File: config.mk
export PLATFORM = sky130hd
export DESIGN_NAME = tube_bus_ctrl
export DESIGN_NICKNAME = d
export VERILOG_FILES = /design/src/rtl/tube_bus_ctrl.sv
export SDC_FILE = /design/constraint.sdc
export NUM_CORES = 1
export LEC_CHECK = 0
export CAP_MARGIN = 25
export CORE_MARGIN = 2
export CORE_UTILIZATION = 45
export CTS_CLUSTER_DIAMETER = 80
export DETAILED_ROUTE_END_ITERATION = 7
export PLACE_DENSITY = 0.78
export SLEW_MARGIN = 10
export SYNTH_ARGS = -nofsm -noshare
export SYNTH_HDL_FRONTEND = slang
export SYNTH_SLANG_ARGS = --single-unit
File: constraint.sdc
create_clock -name CLK -period 2.6 [get_ports CLK]
set_input_delay 0.52 -clock CLK [delete_from_list [all_inputs] [get_ports CLK]]
set_output_delay 0.52 -clock CLK [all_outputs]
set_load 0.05 [all_outputs]
File: src/rtl/tube_bus_ctrl.sv
// Tube bus controller: bridges Z80 I/O cycles on the CPC expansion bus to a
// 6502-style Tube register interface. It synthesises PHI2 and steers the
// level-shift buffer. It also provides an interrupt mask with a synchroniser,
// and a stretched Pi reset pulse.
module tube_bus_ctrl #(
    parameter logic [15:0] TUBE_BASE   = 16'hFCE0,
    parameter logic [15:0] CTRL_BASE   = 16'hFCE8,
    parameter int          PHI2_HI_CYC = 2,
    parameter int          RST_STRETCH = 8
) (
    input  logic        CLK,
    input  logic        RESET_B,
    input  logic [15:0] A,
    input  logic        IOREQ_B,
    input  logic        RD_B,
    input  logic        WR_B,
    input  logic        M1_B,
    input  logic        T_HIRQ_B,
    output logic        buf_oe_b,
    output logic        buf_atob,
    output logic [2:0]  T_HA,
    output logic        T_HCS_B,
    output logic        T_RNW,
    output logic        T_PHI2,
    output logic        T_HRST_B,
    output logic        int_oe
);

    typedef enum logic [2:0] {IDLE, SETUP, P2HI, HOLD, WAIT_END} state_t;

    localparam logic [2:0] PHI_LAST  = 3'(PHI2_HI_CYC - 1);
    localparam logic [3:0] RST_RLOAD = 4'(RST_STRETCH);

    state_t     state, state_nxt;
    logic       acc, acc_rd, acc_wr, tube_hit, ctrl_hit;
    logic       rnw, rnw_nxt;
    logic [2:0] ha_nxt;
    logic [2:0] phi_cnt;
    logic       irq_en, irq_en_nxt;
    logic       rst_load;
    logic       active_nxt;
    logic       irq_s1, irq_s2;
    logic [3:0] rst_cnt, rst_cnt_nxt;

    // A qualified I/O access: not an interrupt acknowledge, exactly one strobe
    assign acc      = ~IOREQ_B & M1_B & (RD_B ^ WR_B);
    assign acc_rd   = acc & ~RD_B;
    assign acc_wr   = acc & ~WR_B;
    assign tube_hit = (A[15:3] == TUBE_BASE[15:3]);
    assign ctrl_hit = (A[15:3] == CTRL_BASE[15:3]);

    // Next-state logic, address/direction latch values and control actions
    always_comb begin
        state_nxt  = state;
        rnw_nxt    = rnw;
        ha_nxt     = T_HA;
        irq_en_nxt = irq_en;
        rst_load   = 1'b0;
        case (state)
            IDLE: begin
                if (acc && tube_hit) begin
                    state_nxt = SETUP;
                    ha_nxt    = A[2:0];
                    rnw_nxt   = acc_rd;
                end else if (acc && ctrl_hit) begin
                    state_nxt = WAIT_END;
                    if (acc_wr) begin
                        case (A[2:0])
                            3'd0:    irq_en_nxt = 1'b0;
                            3'd1:    irq_en_nxt = 1'b1;
                            3'd2:    rst_load   = 1'b1;
                            default: ;
                        endcase
                    end
                end
            end
            SETUP:    state_nxt = P2HI;
            // Writes use a fixed PHI2 width; reads stretch until the Z80 ends the cycle
            P2HI: begin
                if (rnw ? IOREQ_B : (phi_cnt == PHI_LAST))
                    state_nxt = HOLD;
            end
            HOLD:     state_nxt = IOREQ_B ? IDLE : WAIT_END;
            // Park here until IOREQ_B rises so one Z80 cycle yields one Tube cycle
            WAIT_END: if (IOREQ_B) state_nxt = IDLE;
            default:  state_nxt = IDLE;
        endcase
        active_nxt = (state_nxt == SETUP) || (state_nxt == P2HI) || (state_nxt == HOLD);
    end

    // FSM state, latched cycle attributes, PHI2 width counter and IRQ mask
    always_ff @(posedge CLK or negedge RESET_B) begin
        if (!RESET_B) begin
            state   <= IDLE;
            rnw     <= 1'b1;
            T_HA    <= 3'd0;
            phi_cnt <= 3'd0;
            irq_en  <= 1'b0;
        end else begin
            state   <= state_nxt;
            rnw     <= rnw_nxt;
            T_HA    <= ha_nxt;
            phi_cnt <= (state == P2HI) ? phi_cnt + 3'd1 : 3'd0;
            irq_en  <= irq_en_nxt;
        end
    end

    // Registered bus outputs decoded from the next state (no Z80 input reaches a pin combinationally)
    always_ff @(posedge CLK or negedge RESET_B) begin
        if (!RESET_B) begin
            T_HCS_B  <= 1'b1;
            buf_oe_b <= 1'b1;
            T_PHI2   <= 1'b0;
            T_RNW    <= 1'b1;
            buf_atob <= 1'b1;
        end else begin
            T_HCS_B  <= ~active_nxt;
            buf_oe_b <= ~active_nxt;
            T_PHI2   <= (state_nxt == P2HI);
            T_RNW    <= active_nxt ? rnw_nxt : 1'b1;
            buf_atob <= active_nxt ? ~rnw_nxt : 1'b1;
        end
    end

    // Two-flop synchroniser on the Pi IRQ, then the masked open-drain enable
    always_ff @(posedge CLK or negedge RESET_B) begin
        if (!RESET_B) begin
            irq_s1 <= 1'b1;
            irq_s2 <= 1'b1;
            int_oe <= 1'b0;
        end else begin
            irq_s1 <= T_HIRQ_B;
            irq_s2 <= irq_s1;
            int_oe <= irq_en & ~irq_s2;
        end
    end

    // Pi reset stretch: a command reloads the counter, even mid-pulse
    always_comb begin
        if (rst_load)
            rst_cnt_nxt = RST_RLOAD;
        else if (rst_cnt != 4'd0)
            rst_cnt_nxt = rst_cnt - 4'd1;
        else
            rst_cnt_nxt = 4'd0;
    end

    // Reset counter and registered active-low Pi reset
    always_ff @(posedge CLK or negedge RESET_B) begin
        if (!RESET_B) begin
            rst_cnt  <= RST_RLOAD;
            T_HRST_B <= 1'b0;
        end else begin
            rst_cnt  <= rst_cnt_nxt;
            T_HRST_B <= (rst_cnt_nxt == 4'd0);
        end
    end

endmodule

==> run_results.csv <==
group,metric,value,unit
worst_setup_path,timing.reg2reg.setup_slack,330,ps
place,io_buffers,32,
die,overall_die_area,2750,um2
power,vdd_drop_max,0.5276,mV
finish,drive_above_1_share,0.2000,
cts,cts.htree.levels,1,
worst_setup_path,critPathLaunch,"A[15]",
synth,synth_async_sr_flop_share,1.000,
cts,clock-sinks,23,
grt,overflow,0,
die,coreArea,2212,um2
synth,avgSynthCellArea,11.73,um2
worst_setup_path,critical-path-top-delay-family,"simple AND/OR/NAND/NOR gates",
cts,cts_buffers,3,
worst_setup_path,critical_path_buf_inv_count,1,
synth,synth.top_cells.by_count,"16 x sky130_fd_sc_hd__dfrtp_1, 7 x sky130_fd_sc_hd__dfstp_2, 7 x sky130_fd_sc_hd__nor2_1",
worst_setup_path,worst-r2r-cell-count,4,
sta,max-slew-margin-rel,0.6666,
worst_setup_path,timing.critical_path.required,2810,ps
sta,max_freq,420.1,MHz
worst_setup_path,timing.critical_path.to_type,"flop",
grt,grt_pass1_vias,840,
synth,postSynthCellCount,90,
synth,synth.yosys.warnings,0,
sta,final_hold_viol_count,0,
sta,tightest_slew,498.5,ps
cts,cts_repair_resize_count,0,
synth,mappedNetlistNets,116,
synth,synth-edff-count,0,
die,fp.dieW,52.44,um
synth,synth_top_flop_cell,"sky130_fd_sc_hd__dfrtp_1",
die,floorplan.initialDensity,0.4774,
sta,timing.final.crit_share,0.9155,
worst_setup_path,worstPathCellList,"clkdlybuf4s50_1, or4b_1, or3_4, nor4_4, mux2_2",
worst_setup_path,cell_with_the_largest_stage_delay_on_the_worst_path,"sky130_fd_sc_hd__or4b_1",
synth,synth_sequential_area_ratio,0.5533,
cts,post_cts_hold_buffer_count,0,
drt,drtPass1Iterations,4,
drt,detail_route.vias_per_cell,5.285,
cts,path_clk_slew,130,ps
outcome,outcome,"completed",
worst_setup_path,critical_path.max_fanout,4,
hold_path,hold_class,"reg -> reg",
place,finalWeightedCongestion,0.8312,
worst_setup_path,arrival,2590,ps
worst_setup_path,path_class,"in -> reg",
drt,drt_drc_violations_left,0,
grt,groute.usage.overall,0.1783,
synth,register_bit_count_reported_by_yosys,23,
synth,synth_top_cells_by_area,"sky130_fd_sc_hd__dfrtp_1 38%, sky130_fd_sc_hd__dfstp_2 17%, sky130_fd_sc_hd__mux2_2 4.3%, sky130_fd_sc_hd__ha_1 3.6%, sky130_fd_sc_hd__nor3_1 2.8%",
place,numPlacedInstances,154,
sta,finalWorstPathRequiredPeriod,2380,ps
sta,setup_repair_after_global_routing_missed_its_margin,"no",
cts,cts_root_buf,"sky130_fd_sc_hd__clkbuf_4",
cts,clock_path_buffers,2,
power,cellPowerDensity,801.5,nW/um2
synth,synth_cell_types,33,
finish,final_cell_count_no_fill,158,
finish,final_net_count,157,
power,leakage,0.6173,nW
finish,area_delta_synth_final,39.10,%
drt,routed_wirelength,2.080,mm
synth,netlist_area,1056,um2
power,report.power.total,1.177,mW
drt,detail_route.wl_per_cell,13.16,um
worst_setup_path,instance_count_on_the_critical_path,5,
synth,synth.most_common_cell,"sky130_fd_sc_hd__dfrtp_1",
worst_setup_path,crit_path_end,"T_HA[1]",
worst_setup_path,cp_slowest_stage_delay,460,ps
synth,netlist.area_leader.share,0.3791,
sta,finClkSkew,7.214,ps
drt,vias,835,
synth,synth_top_cell_by_area,"sky130_fd_sc_hd__dfrtp_1",
grt,largest_net_degree_at_the_start_of_global_routing,24,
flow_run,max-cap-violations,0,
grt,wire_length_of_the_first_global_routing_pass,3.546,mm
worst_setup_path,crit-reg2reg-launch,"state[2]",
cts,post_cts_buffers,0,
cts,worstSkewPairLatency,320,ps
die,top_level_ports,33,
sta,slew_violations,0,
grt,grt_antenna_before_repair,0,
die,floorplan.die.height,52.44,um
drt,antenna_left,0,
worst_setup_path,r2r_end,"T_HA[1]",
cts,tritoncts_clock_tree,"built",
drt,first_iter_violations,7,
worst_setup_path,timing.critical_path.from_type,"input port",
die,rows,17,
sta,final-setup-viol-count,0,
place,hpwl,1.666,mm
finish,antenna_cells,0,
## metrics by stage
stage | cell area, um2 | setup slack, ps | hold WS (ps) | setup TNS (ps) | utilization
after floorplan | 1056 | 354.6 | 224.4 | 0 | -
after global placement | 1441 | -101.2 | 348.9 | -337.4 | 0.6516
after detailed placement | 1441 | -116.3 | 350.4 | -440.9 | 0.6516
after CTS | 1469 | 226.0 | 369.1 | 0 | 0.6640
after global routing | 1469 | 187.4 | 377.4 | 0 | 0.6640
final | 1469 | 219.7 | 366.7 | 0 | 0.6640
## kinds of logic (layout without fill, tap and decap cells)
family	Yosys count	count (layout)	synth area share
and+or+nand+nor	41	41	0.2571
AOI/OAI and AO/OA	11	11	0.06398
DFF	23	23	0.5533
buffers and inverters	5	45	0.02133
adders and majority gates	3	3	0.03555
xor gates and xnor gates	2	2	0.01659
muxes	5	5	0.05213
## power breakdown
part | internal, mW | switching, mW
clock | 0.0576 | 0.109
combinational | 0.205 | 0.277
sequential | 0.461 | 0.0669
total | 0.724 | 0.454
## cell type report
| type | instances | area, um2 |
|---|---|---|
| Fill cell | 172 | 743.2 |
| Clock buffer | 3 | 22.52 |
| Clock inverter | 1 | 5.005 |
| Sequential cell | 23 | 584.3 |
| Multi-Input combinational cell | 62 | 449.2 |
| Tap cell | 28 | 35.03 |
| Timing Repair Buffer | 37 | 357.8 |
| Inverter | 4 | 15.01 |
## metal layers
| metal | track usage | vias to the layer above | share of wire |
|---|---|---|---|
| met5 | 0 | - | 0 |
| met4 | 0.1111 | 0 | 0.031 |
| met3 | 0.03143 | 7 | 0.045 |
| met2 | 0.2958 | 25 | 0.49 |
| met1 | 0.2118 | 395 | 0.44 |
| li1 | - | 408 | - |
## worst min path at each step
stage | from | to | cells past startpoint
after floorplan | RESET_B | T_HA[0] | 0
after global placement | irq_s1 | irq_s2 | 0
after detailed placement | irq_s1 | irq_s2 | 0
after CTS | irq_s1 | irq_s2 | 0
after global routing | irq_s1 | irq_s2 | 0
final | irq_s1 | irq_s2 | 0
## placed cells by master, fill, tap and decap left out, types with 2 or more instances in the layout
cell type,netlist,layout
sky130_fd_sc_hd__a21oi_1,5,5
sky130_fd_sc_hd__a22oi_1,2,2
sky130_fd_sc_hd__buf_4,1,5
sky130_fd_sc_hd__clkbuf_4,0,3
sky130_fd_sc_hd__clkdlybuf4s50_1,0,32
sky130_fd_sc_hd__dfrtp_1,16,16
sky130_fd_sc_hd__dfstp_2,7,7
sky130_fd_sc_hd__ha_1,3,3
sky130_fd_sc_hd__inv_1,4,4
sky130_fd_sc_hd__mux2_2,4,4
sky130_fd_sc_hd__nand2_1,2,2
sky130_fd_sc_hd__nand2b_1,4,4
sky130_fd_sc_hd__nand3b_1,3,3
sky130_fd_sc_hd__nor2_1,7,7
sky130_fd_sc_hd__nor3_1,6,6
sky130_fd_sc_hd__o21ai_0,2,2
sky130_fd_sc_hd__or3_1,4,4
sky130_fd_sc_hd__or4b_2,2,2
sky130_fd_sc_hd__xnor2_1,2,2
## sequential cells by signal, summed over array words and instances, names as in the netlist, 3 cells and up
signal,flops
rst_cnt,4
T_HA,3
phi_cnt,3
state,3
(Power assumes the default switching activity.)
